**src/rtl/rf_commit_sequencer.sv**
```systemverilog
// Commit/rollback write-port sequencer between the ROB and the register file.
// Define COMMIT_BYPASS_EN to let a commit into an empty FIFO skip the FIFO (latency 1).
module rf_commit_sequencer #(
  parameter int DEPTH          = 4,
  parameter int DEPTH_LOG      = 2,
  parameter int TAG_W          = 5,
  parameter int RECOVER_CYCLES = 2
) (
  input  logic                 clk_in,
  input  logic                 rst_in,
  input  logic                 rdy_in,
  input  logic                 commit_valid_from_rob,
  output logic                 commit_ready_to_rob,
  input  logic [4:0]           commit_rd_from_rob,
  input  logic [TAG_W-1:0]     commit_Q_from_rob,
  input  logic [31:0]          commit_V_from_rob,
  input  logic                 rollback_req_from_rob,
  output logic                 rollback_done_to_rob,
  output logic                 commit_flag_to_regfile,
  output logic                 rollback_flag_to_regfile,
  output logic [4:0]           rd_to_regfile,
  output logic [TAG_W-1:0]     Q_to_regfile,
  output logic [31:0]          V_to_regfile,
  output logic [DEPTH_LOG:0]   pending_cnt
);

  localparam int ENTRY_W = 5 + TAG_W + 32;
  localparam int RC_W    = (RECOVER_CYCLES > 1) ? $clog2(RECOVER_CYCLES) : 1;
  localparam logic [DEPTH_LOG:0] DEPTH_V   = (DEPTH_LOG+1)'(DEPTH);
  localparam logic [RC_W-1:0]    RC_START  = RC_W'(RECOVER_CYCLES - 1);

  typedef enum logic [1:0] {
    IDLE    = 2'd0,
    DRAIN   = 2'd1,
    FLUSH   = 2'd2,
    RECOVER = 2'd3
  } state_e;

  state_e                 state_q;
  logic [DEPTH_LOG-1:0]   head_q, tail_q;
  logic [DEPTH_LOG:0]     cnt_q, cnt_d;
  logic [RC_W-1:0]        recov_q;
  logic [ENTRY_W-1:0]     mem_q [DEPTH];

  logic                   commit_flag_q, rollback_flag_q, done_q;
  logic [4:0]             rd_q;
  logic [TAG_W-1:0]       Q_q;
  logic [31:0]            V_q;

  logic                   accept, push, pop, bypass;
  logic [ENTRY_W-1:0]     in_entry, head_entry;
  logic [4:0]             head_rd, in_rd;

  assign commit_ready_to_rob = (state_q == IDLE) && (cnt_q < DEPTH_V);
  assign accept     = commit_valid_from_rob && commit_ready_to_rob;
  assign in_entry   = {commit_rd_from_rob, commit_Q_from_rob, commit_V_from_rob};
  assign in_rd      = commit_rd_from_rob;
  assign head_entry = mem_q[head_q];
  assign head_rd    = head_entry[ENTRY_W-1 -: 5];

`ifdef COMMIT_BYPASS_EN
  assign bypass = accept && (cnt_q == '0);
`else
  assign bypass = 1'b0;
`endif

  assign push = accept && !bypass;
  assign pop  = ((state_q == IDLE) || (state_q == DRAIN)) && (cnt_q != '0);

  always_comb begin
    cnt_d = cnt_q;
    if (push && !pop)      cnt_d = cnt_q + 1'b1;
    else if (pop && !push) cnt_d = cnt_q - 1'b1;
  end

  // Entry storage carries no reset: the pointers define what is valid.
  always_ff @(posedge clk_in) begin
    if (rdy_in && push) mem_q[tail_q] <= in_entry;
  end

  always_ff @(posedge clk_in or posedge rst_in) begin
    if (rst_in) begin
      state_q         <= IDLE;
      head_q          <= '0;
      tail_q          <= '0;
      cnt_q           <= '0;
      recov_q         <= '0;
      commit_flag_q   <= 1'b0;
      rollback_flag_q <= 1'b0;
      done_q          <= 1'b0;
      rd_q            <= '0;
      Q_q             <= '0;
      V_q             <= '0;
    end else if (rdy_in) begin
      cnt_q           <= cnt_d;
      commit_flag_q   <= 1'b0;
      rollback_flag_q <= 1'b0;
      done_q          <= 1'b0;
      if (push) tail_q <= tail_q + 1'b1;
      if (pop)  head_q <= head_q + 1'b1;

      // Writes to x0 are consumed silently; the last real write stays on the bus.
      if (pop) begin
        commit_flag_q <= (head_rd != 5'd0);
        if (head_rd != 5'd0) {rd_q, Q_q, V_q} <= head_entry;
      end else if (bypass) begin
        commit_flag_q <= (in_rd != 5'd0);
        if (in_rd != 5'd0) {rd_q, Q_q, V_q} <= in_entry;
      end

      case (state_q)
        IDLE: begin
          if (rollback_req_from_rob) state_q <= DRAIN;
        end
        DRAIN: begin
          if (cnt_q == '0) begin
            state_q         <= FLUSH;
            rollback_flag_q <= 1'b1;
          end
        end
        FLUSH: begin
          state_q <= RECOVER;
          recov_q <= RC_START;
        end
        RECOVER: begin
          if (recov_q == '0) begin
            done_q  <= 1'b1;
            state_q <= IDLE;
          end else begin
            recov_q <= recov_q - 1'b1;
          end
        end
        default: state_q <= IDLE;
      endcase
    end
  end

  assign commit_flag_to_regfile   = commit_flag_q;
  assign rollback_flag_to_regfile = rollback_flag_q;
  assign rollback_done_to_rob     = done_q;
  assign rd_to_regfile            = rd_q;
  assign Q_to_regfile             = Q_q;
  assign V_to_regfile             = V_q;
  assign pending_cnt              = cnt_q;

endmodule

```
**config.mk**
```make
export PLATFORM = sky130hd
export DESIGN_NAME = rf_commit_sequencer
export DESIGN_NICKNAME = d
export VERILOG_FILES = /design/src/rtl/rf_commit_sequencer.sv
export SDC_FILE = /design/constraint.sdc
export NUM_CORES = 1
export LEC_CHECK = 0
export CAP_MARGIN = 20
export CORE_ASPECT_RATIO = 1.25
export CORE_UTILIZATION = 60
export CTS_CLUSTER_SIZE = 40
export DETAILED_ROUTE_END_ITERATION = 16
export DONT_BUFFER_PORTS = 1
export GPL_ROUTABILITY_DRIVEN = 0
export PLACE_DENSITY = 0.81
export SYNTH_ARGS = -nofsm -noshare
export SYNTH_HDL_FRONTEND = slang
export SYNTH_SLANG_ARGS = --single-unit
```
**constraint.sdc**
```tcl
create_clock -name clk_in -period 3.1 [get_ports clk_in]
set_clock_uncertainty 0.05 [all_clocks]
set_input_delay 0.62 -clock clk_in [delete_from_list [all_inputs] [get_ports clk_in]]
set_output_delay 0.62 -clock clk_in [all_outputs]
set_load 0.02 [all_outputs]
```
==> impl_metrics.toml <==
[floorplan]
chipWidth_um = 109
dieArea_um2 = 14700
row_count = 48
die_h_um = 135
ioPinCount = 96
core_um2 = 13800
start_util = 0.616

[run]
drv_cap = 0

[cells_and_area]
area_growth_pct = 10.5
fin_cells = 593
n_antenna_cell = 0
final_layout_size_suffix_gt1_frac = 0.313
fin_nets = 462

[hold_path]
holdPathEnd = "recov_q"
whs_path_depth = 1
worstHoldStart = "rdy_in"
min_path_type = "input port to flop"

[synthesis]
syn_inst = 386
ys_seq_area_frac = 0.754
yosysUniqueCellTypes = 29
synth_top_area_frac = 0.593
yosysMostFrequentCell = "edfxtp_1"
synth_nets = 444
avgSynthCellArea_um2 = 22.1
synth_area_leader_cell = "edfxtp_1"
ys_warn_count = 0
syn_area_um2 = 8510
synthTopCellsByCount = "edfxtp_1, dfrtp_1, mux4_2, mux2_4, inv_1"
synth_seq_cells = 223
synth_flop_cell = "edfxtp_1"
synth-async-reset-ratio = 0.247
synth_edf_count = 168
yosys-top-cells-area = "edfxtp_1, dfrtp_1, mux4_2"

[cts]
insertion_delay_ns = 0.49
numClockSinks = 223
ctsHoldBuffers = 0
cts.clk_slew.worst_paths_ns = 0.07
cts_root_buf = "clkbuf_16"
postCtsResizedCells = 0
clockBufferDepth = 3
cts_buffers = 21
cts_tree = "built"
postCtsSetupRepairBufs = 0
htreeDepth = 1

[pwr]
ir_worst_vdd_v = 0.000645
p_per_area_nw_per_um2 = 962
p_total_mw = 9.05
power.leakage_nw = 3.35

[drt]
drt_iter0_drc = 186
vias = 3563
drt-wirelength-per-cell_um = 23.5
drtPass1Iterations = 4
wl_mm = 13.9
avgViaCountPerCell = 6.01
postRouteAntennaNets = 0
drc_errors = 0

[sta]
max_clock_freq_ghz = 0.360
fin_tns_setup_ns = 0
min_period_ns = 2.78
tightest_slew_ns = 0.812
report.final.setup_viol = 0
hold_viol = 0
finalMaxSlewViolations = 0
maxSlewHeadroom = 0.459
min_period_over_period = 0.896
rsz0062_at_grt = "false"

[global_routing]
grt_pass1_vias = 3881
grt_pass1_wl_mm = 21.3
grt_antenna_before_repair = 0
grt_start_max_net_pins = 56
grt_use_total = 0.198
grt_overflow = 0

[critical_path]
reg2reg_depth = 4
critPathMaxFanout = 41
arrival_ns = 3.10
reg2reg_to = "V_to_regfile[11]"
critPathKind = "flop to flop"
critPathMaxStageDelay_ns = 0.59
required_ns = 3.42
start_kind = "flop"
r2r_start = "head_q[0]"
cp-end-kind = "flop"
path_cells = "mux4_2 > or3_1 > o31a_4 > mux2_4"
r2r_slack_ns = 0.32
cp_slowest_cell = "dfrtp_4"

[place]
dp_cells = 556
portBuffers = 0
place_hpwl_mm = 8.20

[status]
run_status = "completed"
==> worst max path at each step <==
stage | from | endpoint | slack, ns | cells past startpoint
after floorplan | state_q[0] | mem_q[1][0] | 0.66 | 4
after global placement | head_q[0] | V_to_regfile[21] | 0.36 | 4
after detailed placement | head_q[0] | V_to_regfile[7] | 0.30 | 4
after CTS | head_q[0] | V_to_regfile[7] | 0.29 | 4
after global routing | head_q[0] | V_to_regfile[21] | 0.23 | 4
final | head_q[0] | V_to_regfile[11] | 0.32 | 4
==> cell type report <==
type	instances	area (µm²)
clock buffers	27	558
clock inverters	10	128
fillers	850	4400
inverters	11	41.3
multi-input cells	136	1960
flip-flops and latches	223	6430
well taps	175	219
repair buffers	11	82.6
==> where the power goes <==
group	switching [mW]	internal [mW]
clock network	1.08	1.47
logic	0.818	1.23
registers	0.791	3.67
==> kinds of logic after synthesis <==
logic type,after synthesis,synth area share
fa+ha+maj,11,0.0170
flops,223,0.754
compound gates,18,0.0153
simple gates,19,0.0110
buf+inv,27,0.0166
xor+xnor,6,0.00617
mux,82,0.180
==> cell usage in the layout (no fill, tap or decap), types with 4 or more instances in the layout <==
| master | instances |
|---|---|
| clkbuf_1 | 5 |
| inv_6 | 4 |
| mux4_2 | 42 |
| o21ai_0 | 8 |
| edfxtp_1 | 168 |
| and3_2 | 4 |
| inv_1 | 10 |
| clkbuf_16 | 21 |
| mux2_4 | 36 |
| xnor2_1 | 4 |
| ha_1 | 10 |
| buf_4 | 11 |
| nand2_1 | 8 |
| dfrtp_1 | 53 |
==> worst max-delay path: cells and delay by family, from the launching register on <==
| family | cells | cell delay (ns) |
|---|---|---|
| AOI/OAI and AO/OA | 1 | 0.59 |
| muxes | 2 | 0.98 |
| DFF | 1 | 0.59 |
| and+or+nand+nor | 1 | 0.43 |
==> sequential cells by signal, indices dropped and copies added, names as in the netlist <==
register                  flops
mem_q                       168
tail_q                        2
rd_to_regfile                 5
pending_cnt                   3
rollback_flag_to_regfile      1
V_to_regfile                 32
head_q                        2
recov_q                       1
state_q                       2
rollback_done_to_rob          1
commit_flag_to_regfile        1
Q_to_regfile                  5
==> per-layer routing <==
metal  up-vias  part of all wire  routed length, µm  GRT usage
met4         0             0.020                284     0.0631
met1      1886              0.40               5550      0.255
met3        24             0.067                930     0.0563
li1       1563                 -                  -          -
met5         -                 0                  0          0
met2        90              0.51               7140      0.326
==> through the flow <==
stage               setup slack [ns]  utilization  cell area (µm²)  hold slack (ns)
global placement               0.356        0.632             8730            0.414
detailed placement             0.298        0.632             8730            0.425
global route                   0.229        0.681             9410            0.156
finish                         0.322        0.681             9410            0.167
CTS                            0.288        0.681             9410            0.155
floorplan                      0.665            -             8510            0.389
Note: power is estimated with default switching activity, not from simulation.
